File: config.mk
export PLATFORM = sky130hd
export DESIGN_NAME = nibble_serial_add32
export DESIGN_NICKNAME = d
export VERILOG_FILES = /design/src/rtl/nibble_serial_add32.sv
export SDC_FILE = /design/constraint.sdc
export NUM_CORES = 1
export LEC_CHECK = 0
export ABC_AREA = 1
export BUFFER_PORTS_ARGS = -buffer_cell sky130_fd_sc_hd__buf_2
export CELL_PAD_IN_SITES_DETAIL_PLACEMENT = 1
export CELL_PAD_IN_SITES_GLOBAL_PLACEMENT = 1
export CORE_ASPECT_RATIO = 0.6
export CORE_MARGIN = 2
export CORE_UTILIZATION = 43
export CTS_CLUSTER_SIZE = 30
export DETAILED_ROUTE_END_ITERATION = 8
export PLACE_DENSITY = 0.88
export SETUP_SLACK_MARGIN = 0.2
export SYNTH_ARGS = -nofsm -noshare
export SYNTH_HDL_FRONTEND = slang
export SYNTH_SLANG_ARGS = --single-unit
File: constraint.sdc
create_clock -name clk -period 3.2 [get_ports clk]
set_clock_uncertainty 0.1 [all_clocks]
set_input_delay 0.16 -clock clk [delete_from_list [all_inputs] [get_ports clk]]
set_output_delay 0.16 -clock clk [all_outputs]
set_load 0.02 [all_outputs]
File: src/rtl/nibble_serial_add32.sv
// Nibble-serial adder: a + b + ci through one 4-bit carry-lookahead slice,
// one nibble per clock, LSB first; registered sum, carry-out and overflow.

module cla4 (
  input  logic [3:0] a,
  input  logic [3:0] b,
  input  logic       ci,
  output logic [3:0] s,
  output logic       co
);
  logic [3:0] p, g;
  logic [4:0] c;

  always_comb begin
    p    = a ^ b;
    g    = a & b;
    c[0] = ci;
    c[1] = g[0] | (p[0] & ci);
    c[2] = g[1] | (p[1] & g[0]) | (p[1] & p[0] & ci);
    c[3] = g[2] | (p[2] & g[1]) | (p[2] & p[1] & g[0]) | (p[2] & p[1] & p[0] & ci);
    c[4] = g[3] | (p[3] & g[2]) | (p[3] & p[2] & g[1]) | (p[3] & p[2] & p[1] & g[0])
         | (p[3] & p[2] & p[1] & p[0] & ci);
    s    = p ^ c[3:0];
    co   = c[4];
  end
endmodule

module nibble_serial_add32 #(
  parameter int NIBBLES = 8
) (
  input  logic               clk,
  input  logic               reset,
  input  logic               start,
  input  logic [4*NIBBLES-1:0] a,
  input  logic [4*NIBBLES-1:0] b,
  input  logic               ci,
  output logic [4*NIBBLES-1:0] s,
  output logic               co,
  output logic               ov,
  output logic               busy,
  output logic               done
);
  localparam int W  = 4 * NIBBLES;
  localparam int CW = (NIBBLES > 1) ? $clog2(NIBBLES) : 1;

  typedef enum logic {IDLE, BUSY} state_t;

  state_t                    state, state_nxt;
  logic [W-1:0]              opa, opb;
  logic                      cy, sa, sb;
  logic [CW-1:0]             cnt;
  logic [NIBBLES-1:0][3:0]   res, res_nxt;
  logic [3:0]                nsum;
  logic                      nco;
  logic                      last;

  cla4 u_cla4 (
    .a  (opa[3:0]),
    .b  (opb[3:0]),
    .ci (cy),
    .s  (nsum),
    .co (nco)
  );

  assign last = (cnt == CW'(NIBBLES - 1));

  always_ff @(posedge clk) begin
    if (reset) state <= IDLE;
    else       state <= state_nxt;
  end

  always_comb begin
    state_nxt = state;
    case (state)
      IDLE:    if (start) state_nxt = BUSY;
      BUSY:    if (last)  state_nxt = IDLE;
      default: state_nxt = IDLE;
    endcase
  end

  always_comb begin
    busy = (state == BUSY);
  end

  // Result as it stands after this edge; on the last nibble it is the full sum.
  always_comb begin
    res_nxt      = res;
    res_nxt[cnt] = nsum;
  end

  always_ff @(posedge clk) begin
    if (reset) begin
      opa  <= '0;
      opb  <= '0;
      cy   <= 1'b0;
      sa   <= 1'b0;
      sb   <= 1'b0;
      cnt  <= '0;
      res  <= '0;
      s    <= '0;
      co   <= 1'b0;
      ov   <= 1'b0;
      done <= 1'b0;
    end else begin
      done <= 1'b0;
      if (state == IDLE) begin
        if (start) begin
          opa <= a;
          opb <= b;
          cy  <= ci;
          sa  <= a[W-1];
          sb  <= b[W-1];
          cnt <= '0;
          res <= '0;
        end
      end else begin
        res <= res_nxt;
        cy  <= nco;
        opa <= {4'b0, opa[W-1:4]};
        opb <= {4'b0, opb[W-1:4]};
        if (last) begin
          // Overflow uses the sign bits captured at start, not the shifted operands.
          s    <= res_nxt;
          co   <= nco;
          ov   <= (sa == sb) && (res_nxt[NIBBLES-1][3] != sa);
          done <= 1'b1;
          cnt  <= '0;
        end else begin
          cnt <= cnt + CW'(1);
        end
      end
    end
  end
endmodule

# After elaboration in Yosys (flattened, before gate mapping)
# Cells that the tools add are included.
# Widths: inputs -> output; s select.
# totals
out_inout_bits	36
reg_bits	138
# classes
order_cmp	2
eq_ne	3
n_bitwise	30
n_reduce_logical	7
n_mux	18
add_sub_neg	1
# op_table
operator	n
$mux 28	4
$mux 32	2
$bwmux 32	1
$and 1x1->1	16
$demux 4 s3	1
$or 1x1->1	10
$mux 3	3
$xor 4x4->4	2
$mux 1	5
$and 4x4->4	1
$lt 3x4->1 const B	1
$mux 4	1
$reduce_and 2->1	2
$reduce_or 2->1	2
$add 3x1->3 const B	1
$eq 3x3->1 const B	1
$ge 3x1->1 const B	1
$logic_and 1x1->1	2
$pmux 1 s2	1
$reduce_bool 2->1	1
$eq 1x1->1	1
$ne 1x1->1	1
$not 1->1	1

# Longest topological paths before layout
# Gate-level depths: netlist (run 1).
# depth
word_depth	9
mapped_depth	11
mapped_depth_nobuf	11

# Hierarchy
# A second synthesis (run 1) with hierarchy kept.
# unflattened
cells_unflattened	929
hier_area_um2	6276.0
# by_module_without_submodules
module	n_inst	area_per_inst_um2	seq_area_each_um2	cells_each
nibble_serial_add32	1	6087.1	2762.6	898
cla4	1	188.9	0.0	31

# Worst setup path after synthesis (run 1)
# Ideal clock, no wire load.
# synth_timing
kind	register -> register
from	register opa[0]
to	register res[21] (netlist bit)
t_arrival_ps	1490
n_path_buf	0
path_stages_with_launch	7
required_time_ps	2968
path_slack_ps	1478
setup_ps	132
period_less_slack_ps	1722
cell_sequence	dfxtp_1 fa_1 xnor2_1 nand2_1 o21ai_0 or2_1 a21oi_2
# synth_between
elab_chain_cells	6
word_cells_on_any_way	7
cone_classes	mux (2); bitwise (5)
# synth_lines
item	line	text
from (decl)	49	logic [W-1:0] opa, opb;
from (signal assigned)	119	opa <= {4'b0, opa[W-1:4]};
$xor 4x4->4	15	p = a ^ b;
$and 1x1->1	18	c[1] = g[0] | (p[0] & ci);
$or 1x1->1 *	18	
$xor 4x4->4 *	23	s = p ^ c[3:0];
$bwmux 32 *	88	res_nxt[cnt] = nsum;
$mux 32 *	106	if (state == IDLE) begin
to (signal assigned)	117	res <= res_nxt;
to (decl)	52	logic [NIBBLES-1:0][3:0] res, res_nxt;
# Mark *: on every way between the ends. The rest lies on a longest branch, timed or not.
# A chain may end at the register's enable or synchronous reset.

# Worst setup path after layout (run 1)
# layout_timing
from	register state (netlist: busy)
to	register opb[5]
# layout_between
elab_chain_cells	1
word_cells_on_any_way	2
cone_classes	mux (1); reduce/logical (1)
# layout_lines
item	line	text
from (decl)	48	state_t state, state_nxt;
from (signal assigned)	69	else state <= state_nxt;
$mux 28 or $reduce_bool 2->1 (tied branches)	-	
to (signal assigned)	120	opb <= {4'b0, opb[W-1:4]};
to (decl)	49	
# Several ways; a longest one is shown, not always the timed one.

==> results.json, run 1 <==
{
  "status": "finished, final reports clean",
  "via_count": 6266,
  "die_h_um": 95.61,
  "setup.worst_path.end_class": "flop",
  "layout.cells.non_filler": 1202,
  "max_cap_violations": 0,
  "clock-root-buffer": "clkbuf_16",
  "rows": 33,
  "dp_cells": 1107,
  "hpwl_um": 11470,
  "cts_sinks": 138,
  "nets": 1073,
  "ir_drop_mv": 0.2782,
  "via_per_inst": 5.213,
  "finalHoldViolCount": 0,
  "ys_ff_latch": 138,
  "grt_setup_unrepaired": "false",
  "synth_enable_flop_cells": 0,
  "syn_area_um2": 6015,
  "p_leak_nw": 3.977,
  "placed_area_um2": 6626,
  "worstRegToRegCells": 6,
  "grt_max_degree": 60,
  "ys_async_sr_fraction_pct": 0,
  "antenna_found_initial": 0,
  "regArea_um2": 2764,
  "multiInputGateArea_um2": 2708,
  "synth_cell_type_count": 34,
  "synthCells": 847,
  "cts_buffers": 17,
  "grt_pass1_wl_um": 34330,
  "gr-total-overflow": 0,
  "slew_violations": 0,
  "syn_area_per_cell_um2": 7.101,
  "antenna_cells": 0,
  "ys.flop_type": "dfxtp_1",
  "track_usage_pct": 30.30,
  "design_area_um2": 7878,
  "crit_chain": "nor2_4 > buf_4 > nand2_1 > nand3_1 > nand2_1 > inv_1",
  "cts_setup_buffers": 0,
  "routabilityCongestion": 0.7887,
  "wl_um": 21810,
  "syn_to_final_growth_pct": 30.98,
  "max-slew-margin-rel_pct": 31.30,
  "synthesis.nets": 922,
  "clock_path_buffers": 2,
  "dieArea_um2": 14980,
  "finalSetupViolCount": 0,
  "hp-class": "in2reg",
  "wl_per_cell_um": 18.15,
  "slowest_stage": "nor2_4",
  "max_stage_delay_ns": 0.64,
  "path_delay_family": "simple AND/OR/NAND/NOR gates",
  "cp_max_fo": 45,
  "ys_warn_count": 0,
  "ys_seq_area_share_pct": 45.93,
  "tns_ns": 0,
  "clkTransAtPathRegs_ns": 0.07,
  "ant_nets": 0,
  "die_w_um": 156.7,
  "power_density_nw_per_um2": 556.3,
  "required_ns": 3.47,
  "grt_pass1_vias": 6580,
  "pin_count": 104,
  "io_buffers": 103,
  "htree_num_levels": 4,
  "start_kind": "flop",
  "num-fill-cells": 1759,
  "finalCriticalPeriod_ns": 2.375,
  "crit_buf_inv": 2,
  "drc": 0,
  "period_share_pct": 74.22,
  "start_util_pct": 44.01,
  "path_class": "reg2reg",
  "p_total_mw": 4.382,
  "cp.arrival_ns": 2.65,
  "cts_tree": "done",
  "drt_iter0_markers": 413,
  "crit_top_cell": "nand2_1",
  "drive_gt1_share_pct": 17.52,
  "holdPathStages": 5,
  "worst-path-stages": 6,
  "whs_ns": 0.001228,
  "worst_pin_slew_ns": 1.029,
  "first_pass_iters": 6,
  "core_um2": 13670,
  "worstSkewPairLatency_ns": 0.43,
  "clock.fmax_mhz": 421.1
}
-- final timing paths --
kind | start | endpoint | slack, ns
min | a[4] | opa[4] | 0.001
max reg2reg | busy | opb[5] | 0.83
max | busy | opb[5] | 0.83
min reg2reg | s[28] | s[28] | 0.35
-- repair_timing --
| action | 4_1_cts | 5_1_grt |
|---|---|---|
| endpoints found under the hold margin | 69 | 0 |
| hold buffers | 64 | 0 |
| gates resized for setup | 0 | 0 |
-- kinds of logic (layout without fill, tap and decap cells) --
group                      Yosys count  count (layout)  synth area share (%)
muxes                                4               4                0.6657
xor gates and xnor gates             2               2                0.4162
AOI/OAI and AO/OA                   97              97                 9.694
and+or+nand+nor                    469             469                 32.66
DFF                                138             138                 45.93
buffers and inverters              130             293                 9.049
adders and majority gates            7               7                 1.581
-- report_power, final --
| group | internal (mW) | switching [mW] |
|---|---|---|
| clock network | 1.28 | 0.814 |
| registers | 1.78 | 0.0565 |
| logic | 0.177 | 0.275 |
| total | 3.24 | 1.15 |
-- layout make-up --
| class | instances | share of cell area [%] |
|---|---|---|
| sequential | 138 | 35.09 |
| multi-input combinational | 579 | 34.37 |
| timing repair buffer | 175 | 15.60 |
| clock buffer | 20 | 5.924 |
| inverter | 87 | 4.145 |
| tap | 192 | 3.050 |
| clock inverter | 11 | 1.827 |
-- tightest hold or removal path, cell delays in order --
cell,delay (ns)
buf_2,0.07
nand2_1,0.07
nand3_1,0.09
nand2_1,0.06
inv_1,0.05
-- layout by cell type (no fill, tap or decap), drive strengths merged, types with 3 or more instances in the layout --
cell,netlist,final
o221ai,4,4
bufinv,0,3
mux2i,4,4
nand3,88,88
inv,87,88
clkbuf,10,20
o21ai,26,26
a22oi,18,18
clkinv,0,6
dfxtp,138,138
nand2,338,338
nor2,16,16
o21a,4,4
a21oi,38,38
a22o,4,4
dlygate4sd3,0,64
or2,25,25
buf,33,111
ha,6,6
-- flip-flops by register name, indices dropped and copies added, names as in the netlist, 3 cells and up --
register,count
opa,32
s,32
res,32
cnt,3
opb,32
-- layer usage --
| metal | vias to the layer above | global-route usage, % | routed length [µm] |
|---|---|---|---|
| met5 | - | 0 | 0 |
| met4 | 0 | 15.06 | 771 |
| met3 | 56 | 5.500 | 1061 |
| met2 | 229 | 52.50 | 10160 |
| met1 | 3005 | 36.73 | 9819 |
| li1 | 2976 | - | - |
-- per-stage QoR --
step / setup WS (ns) / utilization (%)
after floorplan: 1.478 / -
after global placement: 1.006 / 48.48
after detailed placement: 0.9493 / 48.48
after CTS: 0.9221 / 57.64
after global routing: 0.6668 / 57.64
final: 0.8250 / 57.64
-- Yosys cell counts, types with 2 or more instances --
| cell | n | area [µm²] |
|---|---|---|
| a21oi_1 | 36 | 180.2 |
| a21oi_2 | 2 | 17.52 |
| a22o_1 | 4 | 35.03 |
| a22oi_1 | 18 | 135.1 |
| buf_2 | 27 | 135.1 |
| buf_4 | 6 | 45.04 |
| clkbuf_1 | 10 | 37.54 |
| dfxtp_1 | 138 | 2763 |
| ha_1 | 6 | 75.07 |
| inv_1 | 78 | 292.8 |
| inv_2 | 9 | 33.78 |
| mux2i_1 | 4 | 40.04 |
| nand2_1 | 337 | 1265 |
| nand3_1 | 87 | 435.4 |
| nor2_1 | 12 | 45.04 |
| nor2_2 | 2 | 12.51 |
| nor2_4 | 2 | 22.52 |
| o21a_1 | 4 | 30.03 |
| o21ai_0 | 20 | 100.1 |
| o21ai_1 | 6 | 30.03 |
| o221ai_1 | 4 | 35.03 |
| or2_1 | 8 | 50.05 |
| or2_2 | 16 | 100.1 |
Power figures use the tool's default switching activity.
==> run 2: changes to the inputs <==
--- a/config.mk
+++ b/config.mk
@@ -5,16 +5,16 @@
 export SDC_FILE = /design/constraint.sdc
 export NUM_CORES = 1
 export LEC_CHECK = 0
-export ABC_AREA = 1
+export ABC_AREA = 0
 export BUFFER_PORTS_ARGS = -buffer_cell sky130_fd_sc_hd__buf_2
 export CELL_PAD_IN_SITES_DETAIL_PLACEMENT = 1
 export CELL_PAD_IN_SITES_GLOBAL_PLACEMENT = 1
 export CORE_ASPECT_RATIO = 0.6
 export CORE_MARGIN = 2
-export CORE_UTILIZATION = 43
+export CORE_UTILIZATION = 42
 export CTS_CLUSTER_SIZE = 30
 export DETAILED_ROUTE_END_ITERATION = 8
-export PLACE_DENSITY = 0.88
+export PLACE_DENSITY = 0.83
 export SETUP_SLACK_MARGIN = 0.2
 export SYNTH_ARGS = -nofsm -noshare
 export SYNTH_HDL_FRONTEND = slang
==> constraint.sdc (replaced) <==
create_clock -name clk -period 2.2 [get_ports clk]
set_clock_uncertainty 0.1 [all_clocks]
set_input_delay 0.11 -clock clk [delete_from_list [all_inputs] [get_ports clk]]
set_output_delay 0.11 -clock clk [all_outputs]
set_load 0.02 [all_outputs]
==> results.json, run 2 <==
{
  "clock_path_buffers": 2,
  "synth.most_common_cell": "nor2_1",
  "p_leak_nw": 3.385,
  "power_density_nw_per_um2": 814.1,
  "pin_count": 104,
  "track_usage_pct": 27.43,
  "layout.cells.non_filler": 1019,
  "path_delay_family": "compound AO/OA/AOI/OAI gates",
  "synth_compound_area_share_pct": 18.21,
  "slowest_stage": "a211o_4",
  "hold_start": "a[8]",
  "required_ns": 2.42,
  "synth_top_family_by_area": "compound AO/OA/AOI/OAI gates",
  "syn_area_um2": 5992,
  "clock-root-buffer": "clkbuf_16",
  "via_per_inst": 5.655,
  "hp-class": "in2reg",
  "cts_sinks": 138,
  "r2r_end": "ov",
  "ys_warn_count": 0,
  "whs_ns": -0.009535,
  "worst-path-stages": 5,
  "synthesis.nets": 760,
  "placed_area_um2": 6654,
  "netlist.area_leader.share_pct": 46.11,
  "synth_fa_ha_area_share_pct": 1.587,
  "min_delay_worst_endpoint": "opa[8]",
  "synth_largest_area_cell": "dfxtp_1",
  "synth_enable_flop_cells": 0,
  "cp.arrival_ns": 2.22,
  "violations": "hold timing",
  "crit_chain": "ha_1 > a211o_1 > a211o_4 > and3_1 > o311ai_2",
  "io_buffers": 103,
  "max_cap_violations": 0,
  "worstSkewPairLatency_ns": 0.42,
  "status": "finished, violations left",
  "r2r_start": "opa[0]",
  "antenna_cells": 0,
  "setup.worst_path.end_class": "flop",
  "slew_violations": 0,
  "cp_max_fo": 5,
  "crit_buf_inv": 0,
  "wl_um": 20380,
  "ys_async_sr_fraction_pct": 0,
  "yosys.area_share.xor_xnor_pct": 0.1462,
  "grt_max_degree": 97,
  "ir_drop_mv": 0.5328,
  "clock.fmax_mhz": 499.7,
  "max_stage_delay_ns": 0.38,
  "cts_tree": "done",
  "rows": 33,
  "wl_per_cell_um": 20.00,
  "grt_pass1_wl_um": 31570,
  "dieArea_um2": 15270,
  "synth_cell_type_count": 46,
  "period_share_pct": 90.97,
  "max-slew-margin-rel_pct": 59.18,
  "worst_pin_slew_ns": 0.6123,
  "gr-total-overflow": 0,
  "nets": 889,
  "synthCells": 685,
  "final_common_cell": "nor2_1",
  "htree_num_levels": 4,
  "core_um2": 13790,
  "routabilityCongestion": 0.8281,
  "path_class": "reg2reg",
  "finalSetupViolCount": 0,
  "ant_nets": 0,
  "finalCriticalPeriod_ns": 2.001,
  "die_w_um": 158.2,
  "drc": 0,
  "r2r_setup_slack_ns": 0.20,
  "start_util_pct": 43.45,
  "layout_common_cells": "nor2_1 (167), dfxtp_1 (134), buf_2 (102)",
  "worstRegToRegCells": 5,
  "syn_area_per_cell_um2": 8.747,
  "drt_iter0_markers": 363,
  "ys_ff_latch": 138,
  "final_core_util_pct": 56.31,
  "synthSimpleGateAreaFrac_pct": 17.12,
  "dp_cells": 939,
  "holdPathStages": 5,
  "hpwl_um": 12690,
  "cts_buffers": 17,
  "via_count": 5762,
  "start_kind": "flop",
  "antenna_found_initial": 0,
  "ys.flop_type": "dfxtp_1",
  "grt_pass1_vias": 5923,
  "drive_gt1_share_pct": 20.92,
  "design_area_um2": 7765,
  "tns_ns": 0,
  "grt_setup_unrepaired": "true",
  "synthTopCellsByArea": "dfxtp_1 (46%), mux2i_1 (13%), nor2_1 (10%)",
  "syn_to_final_growth_pct": 29.59,
  "clkTransAtPathRegs_ns": 0.06,
  "ys_seq_area_share_pct": 46.11,
  "synth.top_cells.by_count": "nor2_1 (167), dfxtp_1 (138), a21oi_1 (76)",
  "num-fill-cells": 1609,
  "yosys-mux-area-fraction_pct": 12.53,
  "finalHoldViolCount": 2,
  "die_h_um": 96.52,
  "first_pass_iters": 5
}
==> run 2: per-layer routing <==
metal  vias up  global-route usage [%]  share of wire [%]
met5         -                       0                  0
met4         0                   10.66                2.3
li1       2690                       -                  -
met2       190                   46.16                 47
met1      2844                   34.01                 46
met3        38                   7.315                5.3
==> run 2: area by class of cell <==
cell class | instances | area (µm²) | share of cell area [%]
Clock inverter | 10 | 112.6 | 1.450
Multi-Input combinational cell | 489 | 2998 | 38.61
Timing Repair Buffer | 166 | 1137 | 14.65
Tap cell | 192 | 240.2 | 3.094
Inverter | 2 | 12.51 | 0.1611
Clock buffer | 22 | 494.2 | 6.365
Sequential cell | 138 | 2770 | 35.68
==> run 2: worst min-delay path: cells and delay by family <==
kind                   cells  cell delay (ns)
AOI/OAI and AO/OA          1             0.05
buffers and inverters      1             0.08
muxes                      1             0.06
and+or+nand+nor            2             0.17
==> run 2: cells by family after synthesis <==
kind of cell,count (synthesis)
compound gates,169
buf+inv,58
simple gates,237
xor+xnor,1
fa+ha+maj,7
flops,138
mux,75
==> run 2: timing repair <==
item                                    CTS  global route
hold buffers                             42             0
endpoints found under the hold margin    44             0
endpoints found under the setup margin    7            28
gates resized for setup                   4             8
pin swaps                                 2             2
setup buffers                             2             4
==> run 2: how the worst max path moves through the flow <==
stage | start | end
final | opa[0] | ov
after global placement | opa[0] | ov
after detailed placement | opb[0] | ov
after CTS | opa[0] | ov
after floorplan | opa[0] | res[13]
after global routing | cnt[1] | ov
==> run 2: where the power goes <==
part           internal [mW]  leakage, nW  switching (mW)  total (mW)
registers               2.58         1.12          0.0673        2.65
logic                  0.300         1.97           0.437       0.737
clock network           1.82        0.295            1.12        2.93
==> run 2: per-stage QoR <==
| step | power [mW] | worst slack [ns] |
|---|---|---|
| floorplan | 3.099 | 0.3754 |
| global placement | 3.284 | 0.1644 |
| detailed placement | 3.331 | 0.07947 |
| CTS | 6.324 | 0.2064 |
| global route | 6.536 | 0.1562 |
| finish | 6.322 | 0.1987 |
==> run 3: changes to the inputs <==
==> constraint.sdc (replaced) <==
create_clock -name clk -period 1.9 [get_ports clk]
set_clock_uncertainty 0.1 [all_clocks]
set_input_delay 0.095 -clock clk [delete_from_list [all_inputs] [get_ports clk]]
set_output_delay 0.095 -clock clk [all_outputs]
set_load 0.02 [all_outputs]
==> results.json, run 3 (synthesis results as in run 2) <==
{
  "setup.worst_path.end_class": "flop",
  "drc": 0,
  "via_count": 6230,
  "switching_share_pct": 27.09,
  "clkTransAtPathRegs_ns": 0.06,
  "htree_num_levels": 4,
  "dieArea_um2": 15270,
  "seqPwrFrac_pct": 40.1,
  "cts_sinks": 138,
  "antenna_found_initial": 1,
  "clock-root-buffer": "clkbuf_16",
  "final_core_util_pct": 62.14,
  "max_cap_violations": 0,
  "p_total_mw": 7.684,
  "via_per_inst": 5.928,
  "grt_max_degree": 77,
  "whs_ns": -0.009514,
  "start_kind": "flop",
  "ir_drop_mv": 0.7079,
  "status": "finished, violations left",
  "power_density_nw_per_um2": 896.7,
  "clock_path_buffers": 2,
  "violations": "hold timing, setup timing",
  "wl_um": 25280,
  "p_clk_share_pct": 46.0,
  "core_um2": 13790,
  "finalSetupViolCount": 15,
  "first_pass_iters": 5,
  "io_buffers": 103,
  "intPower_mw": 5.603,
  "period_share_pct": 103.1,
  "slew_violations": 0,
  "gr-total-overflow": 0,
  "rows": 33,
  "cts_buffers": 17,
  "die_w_um": 158.2,
  "grt_pass1_vias": 6276,
  "worst_pin_slew_ns": 0.7473,
  "layout_common_cells": "nor2_1 (155), dfxtp_1 (129), buf_2 (102)",
  "switchingPower_mw": 2.082,
  "cp_max_fo": 7,
  "finalCriticalPeriod_ns": 1.958,
  "syn_to_final_growth_pct": 43.02,
  "start_util_pct": 43.45,
  "cp.arrival_ns": 2.13,
  "track_usage_pct": 29.43,
  "worst_slack_ns": -0.05795,
  "clock.fmax_mhz": 510.7,
  "finalHoldViolCount": 1,
  "die_h_um": 96.52,
  "routabilityCongestion": 0.8768,
  "num-fill-cells": 1550,
  "preCtsSetupSlack_ns": -0.009044,
  "hpwl_um": 12820,
  "cts_tree": "done",
  "ant_nets": 0,
  "p_comb_share_pct": 13.9,
  "wl_per_cell_um": 24.05,
  "grt_setup_unrepaired": "true",
  "pin_count": 104,
  "max-slew-margin-rel_pct": 50.18,
  "p_leak_nw": 3.646,
  "grt_pass1_wl_um": 34030,
  "final_common_cell": "nor2_1",
  "path_class": "reg2reg",
  "worstSkewPairLatency_ns": 0.43,
  "nets": 920,
  "required_ns": 2.07,
  "drt_iter0_markers": 439,
  "hp-class": "in2reg",
  "drive_gt1_share_pct": 32.98
}
## run 3: cell count changes in the layout (fill, tap and decap cells not counted), moves of 8 or more
cell	delta
a21oi_1	-12
a21oi_2	+12
a22oi_1	-16
a22oi_2	+16
buf_4	+16
nor2_1	-12
nor2_4	+8
o21ai_0	-14
o21ai_1	+13
## run 3: power groups by stage
| stage | combinational, mW | sequential, mW | clock, mW |
|---|---|---|---|
| 6_report | 1.07 | 3.08 | 3.53 |
| 5_1_grt | 1.13 | 3.09 | 3.67 |
| 4_1_cts | 0.914 | 3.06 | 3.48 |
| 3_5_place_dp | 0.758 | 3.12 | 0 |
| 3_3_place_gp | 0.719 | 3.12 | 0 |
| 2_1_floorplan | 0.508 | 3.10 | 0 |
## run 3: final cells by class
class	count	area, µm²	area share (%)
Multi-Input combinational cell	489	3463	40.41
Clock inverter	11	141.4	1.650
Timing Repair Buffer	197	1458	17.01
Sequential cell	138	2784	32.49
Inverter	2	10.01	0.1168
Antenna cell	1	2.502	0.02920
Clock buffer	21	470.5	5.490
Tap cell	192	240.2	2.803
## run 3: metal layers
layer	up-vias	share of wire [%]	global-route usage, %
met4	0	4.3	13.29
met5	-	0	0
met3	93	5.9	5.798
met2	293	47	48.73
met1	3098	42	37.67
li1	2746	-	-
## run 3: metrics by stage
step | TNS (ns) | std cells | instance area (µm²)
floorplan | 0 | 685 | 6043
global placement | 0 | 952 | 6794
detailed placement | -0.03664 | 952 | 6794
CTS | 0 | 1038 | 8177
global route | -0.8252 | 1051 | 8569
finish | -0.3160 | 1051 | 8569
## run 3: path summary, 6_finish.rpt
path	start	end	slack, ns	depth (start not counted)
worst min register to register	s[13]	s[13]	0.35	2
worst max-delay path	opb[0]	res[7]	-0.06	6
worst min-delay path	b[20]	opb[20]	-0.01	5
worst max register to register	opb[0]	res[7]	-0.06	6
## run 3: worst max-delay path, stage by stage (launching register included)
cell	delay (ns)
dfxtp_4	0.36
ha_4	0.25
a211o_1	0.29
a211o_1	0.40
buf_6	0.18
nand4_1	0.13
a21oi_1	0.10
## run 3: timing repair
action / CTS / global route
hold buffers: 48 / 0
buffers inserted: 6 / 11
gates resized for setup: 62 / 70
cloned: 0 / 1
setup endpoints to repair: 59 / 65
endpoints found under the hold margin: 50 / 0
pin swaps: 35 / 22
